$ cat config.mk
export PLATFORM = sky130hd
export DESIGN_NAME = logic_unit_arbiter
export DESIGN_NICKNAME = d
export VERILOG_FILES = /design/src/rtl/logic_unit_arbiter.sv
export SDC_FILE = /design/constraint.sdc
export NUM_CORES = 1
export LEC_CHECK = 0
export BUFFER_PORTS_ARGS = -buffer_cell sky130_fd_sc_hd__buf_2
export CAP_MARGIN = 10
export CORE_AREA = 2 2 97 99
export CTS_CLUSTER_DIAMETER = 100
export DETAILED_ROUTE_END_ITERATION = 10
export DIE_AREA = 0 0 99 101
export PLACE_DENSITY = 0.88
export SLEW_MARGIN = 40
export SYNTH_ARGS = -nofsm -noshare
export SYNTH_HDL_FRONTEND = slang
export SYNTH_SLANG_ARGS = --single-unit
$ cat constraint.sdc
create_clock -name clk -period 3.1 [get_ports clk]
set_input_delay 0.31 -clock clk [delete_from_list [all_inputs] [get_ports clk]]
set_output_delay 0.31 -clock clk [all_outputs]
set_load 0.01 [all_outputs]
$ cat src/rtl/logic_unit_arbiter.sv
// logic_unit_arbiter: round-robin sharing of one N-bit NOT/AND/OR/XOR unit between two requesters, result in a valid/ready output register
module logic_unit_arbiter #(
    parameter int N = 32
) (
    input  logic         clk,
    input  logic         rst,
    input  logic         req0_valid,
    output logic         req0_ready,
    input  logic [1:0]   req0_op,
    input  logic [N-1:0] req0_a,
    input  logic [N-1:0] req0_b,
    input  logic         req1_valid,
    output logic         req1_ready,
    input  logic [1:0]   req1_op,
    input  logic [N-1:0] req1_a,
    input  logic [N-1:0] req1_b,
    output logic         resp_valid,
    input  logic         resp_ready,
    output logic         resp_id,
    output logic [N-1:0] resp_data
);
    typedef enum logic {EMPTY, FULL} state_t;
    state_t         state;
    logic           last;
    logic           can_accept;
    logic           grant0;
    logic           grant1;
    logic           accept;
    logic [1:0]     op;
    logic [N-1:0]   a;
    logic [N-1:0]   b;
    logic [N-1:0]   result;
    always_comb begin
        can_accept = state == EMPTY || resp_ready;
        grant0     = req0_valid && (!req1_valid || last);
        grant1     = req1_valid && (!req0_valid || !last);
        req0_ready = grant0 && can_accept && !rst;
        req1_ready = grant1 && can_accept && !rst;
        accept     = req0_ready || req1_ready;
        op         = grant1 ? req1_op : req0_op;
        a          = grant1 ? req1_a : req0_a;
        b          = grant1 ? req1_b : req0_b;
    end
    for (genvar i = 0; i < N; i++) begin : g_bit
        assign result[i] = op == 2'b00 ? ~a[i] :
                           op == 2'b01 ? a[i] & b[i] :
                           op == 2'b10 ? a[i] | b[i] : a[i] ^ b[i];
    end
    assign resp_valid = state == FULL;
    always_ff @(posedge clk) begin
        if (rst) begin
            state     <= EMPTY;
            resp_id   <= 1'b0;
            resp_data <= '0;
            last      <= 1'b1;
        end else if (accept) begin
            state     <= FULL;
            resp_id   <= req1_ready;
            resp_data <= result;
            last      <= req1_ready;
        end else if (resp_ready) begin
            state     <= EMPTY;
        end
    end
endmodule
== Word-level counts from Yosys, hierarchy flattened ==
Cells that the tools add are included.

* Bits of input ports: 137
* Output and inout bits: 36
* Register bits: 35
* Word-level logic and storage cells: 252

* Bitwise logic cells: 129
* Muxes and demuxes: 101
* Reduce and logical (&&, ||, !) cells: 16
* Eq/ne operators: 2

{| class="wikitable"
|+ Operator list
! operator !! count
|-
| $mux W1 || 98
|-
| $mux W32 || 2
|-
| $not A1 Y1 || 33
|-
| $and A1 B1 Y1 || 32
|-
| $or A1 B1 Y1 || 32
|-
| $xor A1 B1 Y1 || 32
|-
| $logic_and A1 B1 Y1 || 6
|-
| $logic_not A1 Y1 || 4
|-
| $logic_or A1 B1 Y1 || 4
|-
| $eq A2 B1 Y1 const B || 1
|-
| $eq A2 B2 Y1 const B || 1
|-
| $logic_not A2 Y1 || 1
|-
| $mux W2 || 1
|-
| $reduce_bool A2 Y1 || 1
|}

== Longest topological paths before layout ==
Gate-level depths: netlist of the first run.

* Word-level depth: 8
* Mapped depth: 11
* Gate-level depth less buffers: 8

== Worst setup path before layout of the first run ==
No wires, ideal clock.

* Path kind: reg-to-reg
* Start point: register last
* End point: register resp_data[14]
* Stages on the path, launching flop included: 10
* Arrival time: 2.084 ns
* Library setup time: 0.138 ns
* Path slack: 0.878 ns
* Period minus slack after synthesis: 2.222 ns
* Cell sequence: dfxtp_1 a21boi_2 buf_6 buf_6 buf_2 mux2_2 ha_1 mux2_2 a21oi_1 o221ai_1

* Cells in the longest elaborated chain, start to end: 8

{| class="wikitable"
|+ Ends and longest elaborated chain
! item !! RTL line !! source
|-
| from (decl) || 24 || <nowiki>logic last;</nowiki>
|-
| from (signal assigned) || 60 || <nowiki>last <= req1_ready;</nowiki>
|-
| $logic_not A1 Y1 || 36 || <nowiki>grant1 = req1_valid && (!req0_valid || !last);</nowiki>
|-
| $logic_or A1 B1 Y1 || 36 ||
|-
| $logic_and A1 B1 Y1 || 36 ||
|-
| $mux W2, or another cell as far along || 40 || <nowiki>op = grant1 ? req1_op : req0_op;</nowiki>
|-
| $eq A2 B2 Y1, or another cell as far along || 47 || <nowiki>op == 2'b10 ? a[i] | b[i] : a[i] ^ b[i];</nowiki>
|-
| $mux W1 || 47 ||
|-
| $mux W1 || 46 || <nowiki>op == 2'b01 ? a[i] & b[i] :</nowiki>
|-
| $mux W1 || 45 || <nowiki>assign result[i] = op == 2'b00 ? ~a[i] :</nowiki>
|-
| to (signal assigned) || 59 || <nowiki>resp_data <= result;</nowiki>
|-
| to (decl) || 20 || <nowiki>output logic [N-1:0] resp_data</nowiki>
|}

Parallel ways exist; a longest one is shown, timed or not.
A chain may end at the register's enable or synchronous reset.

== Worst setup path in the final report of the first run ==
* Start point: register last
* End point: register resp_data[13]

The elaborated chain is that of the path after synthesis.

==> flow_metrics.env, run 1 <==
export IMPL_p_leak_nw=2.94
export IMPL_yosysSeqAreaShare=0.157
export IMPL_final_common_cell="buf_2"
export IMPL_hold_buffers=0
export IMPL_clk_pin_slew_worst_paths_ns=0.08
export IMPL_root_buffer="clkbuf_8"
export IMPL_status="finished, final reports clean"
export IMPL_numCtsBuffers=5
export IMPL_grt_max_degree=66
export IMPL_finalSetupViolCount=0
export IMPL_fin_crit_ns=2.48
export IMPL_htree_levels=2
export IMPL_dieArea_um2=10000
export IMPL_syn_inst=516
export IMPL_yosys_area_top_type_share=0.179
export IMPL_endpoint_kind="flip-flop"
export IMPL_worstPathRequired_ns=3.25
export IMPL_maxSlewHeadroom=0.508
export IMPL_routed_wirelength_um=12300
export IMPL_start_kind="flip-flop"
export IMPL_tightest_slew_ns=0.738
export IMPL_drt_pass1_iter_count=6
export IMPL_drive_gt1_frac=0.398
export IMPL_p_per_area_nw_per_um2=326
export IMPL_most_common_layout_cells="buf_2, mux2_2, inv_1, ha_1, mux2i_1"
export IMPL_clock_skew_ns=0.00676
export IMPL_routed_via_density=5.62
export IMPL_syn_mean_instance_area_um2=8.67
export IMPL_max_cap_violations=0
export IMPL_rows=35
export IMPL_synthesis_area_um2=4470
export IMPL_postCtsSetupBuffers=0
export IMPL_rsz0062_at_grt="no"
export IMPL_antenna_found_initial=0
export IMPL_synth_nets=717
export IMPL_vias=4366
export IMPL_hold_path_class="in -> reg"
export IMPL_final_max_slew_viol_count=0
export IMPL_n_antenna_cell=0
export IMPL_ios=173
export IMPL_area_growth_syn_to_layout_pct=22.9
export IMPL_ant_nets=0
export IMPL_max_freq_ghz=0.404
export IMPL_dp_final_hpwl_um=9170
export IMPL_dp_cells=770
export IMPL_cts_sinks=35
export IMPL_grt_pass1_wl_um=19600
export IMPL_path_max_fanout=65
export IMPL_ctsLongestPathBuffers=2
export IMPL_fp_coreArea_um2=8980
export IMPL_synth_area_top_cells="ha_1, mux2_2, dfxtp_1"
export IMPL_hold_violations=0
export IMPL_irDropWorstVdd_v=0.000173
export IMPL_drt_initial_drc_count=124
export IMPL_nNetsFinal=867
export IMPL_cts_tree="done"
export IMPL_grt_pass1_vias=4365
export IMPL_final_cells=777
export IMPL_cts_resized=0
export IMPL_grt_usage=0.236
export IMPL_drc_errors=0
export IMPL_fill_cells=745
export IMPL_routabilityCongestion=0.823
export IMPL_yosysTopAreaCell="ha_1"
export IMPL_start_util=0.498
export IMPL_die_h_um=101
export IMPL_ys_types=25
export IMPL_grt_remaining_overflow=0
export IMPL_die_x_um=99
export IMPL_crit_type="reg -> reg"
export IMPL_ys_seq_elements=35
export IMPL_clock_latency_ns=0.28
export IMPL_yosysWarnings=0
export IMPL_wire_per_inst_um=15.8
export IMPL_tns_ns=0
export IMPL_fin_crit_sh=0.799
export IMPL_port_buffers=172
export IMPL_ff2ff_setup_slack_ns=0.62
export IMPL_worstPathArrival_ns=2.63
-- synth_stat cells, drive strengths merged --
master,number
a211o,1
a21boi,1
a21oi,33
a2bb2oi,32
a32oi,1
and2,1
and3,1
buf,28
clkbuf,10
dfxtp,35
ha,64
inv,64
mux2,66
mux2i,65
nand2,36
nand2b,2
nand3,1
nor2,39
nor2b,3
o221ai,32
or2,1
-- area by class of cell --
class	count	area (um2)	share of cell area
tap	111	139	0.0253
multi-input combinational	379	3340	0.608
clock inverter	1	5.00	0.000911
inverter	64	240	0.0437
clock buffer	6	82.6	0.0150
timing repair buffer	181	986	0.179
sequential	35	701	0.127
-- worst max-delay path, stage by stage, from the launching register on --
cell	delay [ns]
dfxtp_1	0.37
a21boi_4	0.27
buf_12	0.35
mux2i_1	0.38
inv_1	0.09
ha_1	0.29
mux2_2	0.27
a21oi_1	0.14
o221ai_1	0.13
-- worst paths after layout --
check,from,end,cells past startpoint
min,rst,resp_valid,2
max reg2reg,last,resp_data[13],8
max,last,resp_data[13],8
min reg2reg,resp_data[7],resp_data[7],2
-- report_power, final --
part           switching, mW  leakage (nW)  total, mW  internal, mW
registers             0.0353         0.289      0.542         0.507
logic                  0.453          2.61      0.896         0.443
clock network          0.178        0.0470      0.352         0.175
-- sequential cells by signal, summed over array words and instances, names as in the netlist --
register    cells
resp_data      32
last            1
resp_id         1
resp_valid      1
-- per-layer routing --
| layer | share of wire | vias to the layer above | wire length (um) | GRT usage |
|---|---|---|---|---|
| li1 | - | 2131 | - | - |
| met1 | 0.41 | 2038 | 5060 | 0.279 |
| met2 | 0.51 | 191 | 6280 | 0.444 |
| met3 | 0.072 | 6 | 887 | 0.0402 |
| met4 | 0.0050 | 0 | 61 | 0.0537 |
| met5 | 0 | - | 0 | 0 |
-- cells by family after synthesis --
family / synth area share
and+or+nand+nor: 0.0753
adders and majority gates: 0.179
buffers and inverters: 0.102
DFF: 0.157
muxes: 0.318
AOI/OAI and AO/OA: 0.169
-- stage by stage --
| stage | hold slack [ns] | setup slack (ns) | area (um2) | util | power (mW) |
|---|---|---|---|---|---|
| 3_5_place_dp | 0.448 | 0.559 | 5410 | 0.603 | 1.44 |
| 5_1_grt | 0.267 | 0.469 | 5500 | 0.612 | 1.93 |
| 4_1_cts | 0.265 | 0.646 | 5500 | 0.612 | 1.80 |
| 3_3_place_gp | 0.445 | 0.672 | 5380 | 0.599 | 1.38 |
| 2_1_floorplan | 0.382 | 0.878 | 4470 | - | 1.16 |
| 6_report | 0.275 | 0.624 | 5500 | 0.612 | 1.79 |
Note: power is estimated with default switching activity, not from simulation.
==> inputs of run 2 (changes only) <==
--- a/config.mk
+++ b/config.mk
@@ -5,13 +5,14 @@
 export SDC_FILE = /design/constraint.sdc
 export NUM_CORES = 1
 export LEC_CHECK = 0
+export ABC_AREA = 1
 export BUFFER_PORTS_ARGS = -buffer_cell sky130_fd_sc_hd__buf_2
 export CAP_MARGIN = 10
-export CORE_AREA = 2 2 97 99
+export CORE_AREA = 2 2 104 106
 export CTS_CLUSTER_DIAMETER = 100
 export DETAILED_ROUTE_END_ITERATION = 10
-export DIE_AREA = 0 0 99 101
-export PLACE_DENSITY = 0.88
+export DIE_AREA = 0 0 106 108
+export PLACE_DENSITY = 0.84
 export SLEW_MARGIN = 40
 export SYNTH_ARGS = -nofsm -noshare
 export SYNTH_HDL_FRONTEND = slang
==> constraint.sdc (replaced) <==
create_clock -name clk -period 2.2 [get_ports clk]
set_input_delay 0.22 -clock clk [delete_from_list [all_inputs] [get_ports clk]]
set_output_delay 0.22 -clock clk [all_outputs]
set_load 0.01 [all_outputs]
==> run 2 against run 1 <==
  * Total power rose by 42%
  * Design area rose by 4.4%
  * Clock skew rose by 0.0033 ns
  * Sequential share of layout area fell by 0.54 points
  * Critical endpoint is now resp_data[23]
  * Die area rose by 14%
  * Non-clock buffer count rose by 7
  * Combinational power rose by 42%
  * Cell count rose by 42%
  * Critical path depth rose by 4
  * Register-to-register slack got worse by 0.30 ns
==> flow_metrics.env, run 2 <==
export IMPL_ff2ff_setup_slack_ns=0.33
export IMPL_start_kind="flip-flop"
export IMPL_drt_met1_wl_um=5460
export IMPL_reg2reg_depth=12
export IMPL_maxSlewHeadroom=0.639
export IMPL_rr_startpoint="last"
export IMPL_worstPathRequired_ns=2.42
export IMPL_grt_remaining_overflow=0
export IMPL_fin_crit_ns=1.87
export IMPL_most_common_layout_cells="inv_1, buf_2, nand2_1, nand3_1, o21ai_0"
export IMPL_clk_pin_slew_worst_paths_ns=0.07
export IMPL_grt_pass1_wl_um=20500
export IMPL_ctsLongestPathBuffers=2
export IMPL_tightest_slew_ns=0.542
export IMPL_synth_area_top_cells="inv_1, ha_1, dfxtp_1"
export IMPL_hold_buffers=0
export IMPL_ys_types=20
export IMPL_p_per_area_nw_per_um2=443
export IMPL_routed_wirelength_um=12100
export IMPL_htree_levels=2
export IMPL_ant_nets=0
export IMPL_p_leak_nw=3.66
export IMPL_crit_end="resp_data[23]"
export IMPL_rows=37
export IMPL_synthesis_area_um2=4770
export IMPL_final_util=0.561
export IMPL_fin_crit_sh=0.851
export IMPL_met2_length_um=5600
export IMPL_synth_edf_count=0
export IMPL_grt_max_degree=61
export IMPL_die_h_um=108
export IMPL_top_register="resp_data"
export IMPL_dp_final_hpwl_um=9110
export IMPL_clock_skew_ns=0.0101
export IMPL_r2r_end="resp_data[23]"
export IMPL_irDropWorstVdd_v=0.000334
export IMPL_hold_violations=0
export IMPL_root_buffer="clkbuf_8"
export IMPL_largest_reg_flops=32
export IMPL_drc_errors=0
export IMPL_ys_top_cells_by_count="inv_1, nand2_1, nand3_1"
export IMPL_area_growth_syn_to_layout_pct=20.3
export IMPL_grt_usage=0.214
export IMPL_synth_nets=1020
export IMPL_yosysMostFrequentCell="inv_1"
export IMPL_n_antenna_cell=0
export IMPL_clock_latency_ns=0.29
export IMPL_hold_path_class="in -> reg"
export IMPL_worstPathArrival_ns=2.10
export IMPL_cts_resized=0
export IMPL_dr_max_layer_used="met4"
export IMPL_ios=173
export IMPL_port_buffers=172
export IMPL_path_max_fanout=39
export IMPL_cp_startpoint="last"
export IMPL_grt_pass1_vias=4646
export IMPL_dieArea_um2=11400
export IMPL_postCtsSetupBuffers=0
export IMPL_endpoint_kind="flip-flop"
export IMPL_die_x_um=106
export IMPL_timing_hold_ws_ns=0.107
export IMPL_status="finished, final reports clean"
export IMPL_wire_per_inst_um=10.9
export IMPL_start_util=0.466
export IMPL_numCtsBuffers=5
export IMPL_ys_seq_elements=35
export IMPL_routed_via_density=4.73
export IMPL_cts_sinks=35
export IMPL_yosysWarnings=0
export IMPL_final_max_slew_viol_count=0
export IMPL_route_met3_wl_um=669
export IMPL_crit_type="reg -> reg"
export IMPL_final_common_cell="inv_1"
export IMPL_syn_inst=819
export IMPL_drive_gt1_frac=0.251
export IMPL_max_cap_violations=0
export IMPL_vias=5209
export IMPL_rsz0062_at_grt="no"
export IMPL_routabilityCongestion=0.810
export IMPL_drt_pass1_iter_count=5
export IMPL_synth_main_ff_cell="dfxtp_1"
export IMPL_antenna_found_initial=0
export IMPL_cts_tree="done"
export IMPL_tns_ns=0
export IMPL_syn_mean_instance_area_um2=5.83
export IMPL_finalSetupViolCount=0
export IMPL_nNetsFinal=1166
export IMPL_yosys_area_top_type_share=0.172
export IMPL_yosysSeqAreaShare=0.147
export IMPL_max_freq_ghz=0.534
export IMPL_fp_coreArea_um2=10200
export IMPL_ys_async_sr_fraction=0
export IMPL_yosysTopAreaCell="inv_1"
export IMPL_drt_initial_drc_count=256
-- run 2: final cells by class --
cell class,instances,area [um2]
fillers,1038,4490
multi-input cells,500,2880
repair buffers,188,1010
inverters,235,882
flip-flops and latches,35,701
well taps,136,170
clock buffers,8,100
-- run 2: kinds of logic after synthesis --
family                     Yosys count  share of synthesized area
buffers and inverters              284                      0.250
and+or+nand+nor                    274                      0.245
AOI/OAI and AO/OA                  162                      0.190
adders and majority gates           64                      0.168
DFF                                 35                      0.147
-- run 2: per-layer routing --
| layer | vias to the layer above | track usage |
|---|---|---|
| met5 | - | 0 |
| met3 | 28 | 0.0344 |
| met4 | 0 | 0.0714 |
| met2 | 160 | 0.379 |
| li1 | 2771 | - |
| met1 | 2250 | 0.264 |
-- run 2: worst min path at each step --
stage / from / to / slack [ns] / depth (start not counted)
after floorplan: rst / resp_valid / 0.29 / 1
after global placement: rst / resp_valid / 0.42 / 2
after detailed placement: rst / resp_valid / 0.41 / 2
after CTS: rst / resp_valid / 0.09 / 2
after global routing: rst / resp_valid / 0.10 / 2
final: rst / resp_valid / 0.11 / 2
-- run 2: where the power goes --
part           switching (mW)  total [mW]  internal, mW
clock                   0.251       0.538         0.286
sequential             0.0327       0.737         0.704
combinational           0.769        1.27         0.500
total                    1.05        2.54          1.49
-- run 2: critical path, cell delays in order (launching register included) --
cell and delay (ns):
dfxtp_1 0.35, nand2_2 0.09, nand2_4 0.10, buf_4 0.35, nand2_1 0.08, o21ai_1 0.16, inv_1 0.08, ha_1 0.19
inv_1 0.05, nand3_1 0.07, nand3_1 0.12, nand2_1 0.05, a21oi_1 0.11
-- run 2: per-stage QoR --
| step | power [mW] | area (um2) | cells | setup slack, ns |
|---|---|---|---|---|
| 6_report | 2.54 | 5740 | 1102 | 0.327 |
| 5_1_grt | 2.80 | 5740 | 1102 | 0.0868 |
| 4_1_cts | 2.57 | 5740 | 1102 | 0.318 |
| 3_5_place_dp | 2.02 | 5640 | 1094 | 0.331 |
| 3_3_place_gp | 1.99 | 5640 | 1094 | 0.377 |
| 2_1_floorplan | 1.66 | 4770 | 819 | 0.444 |
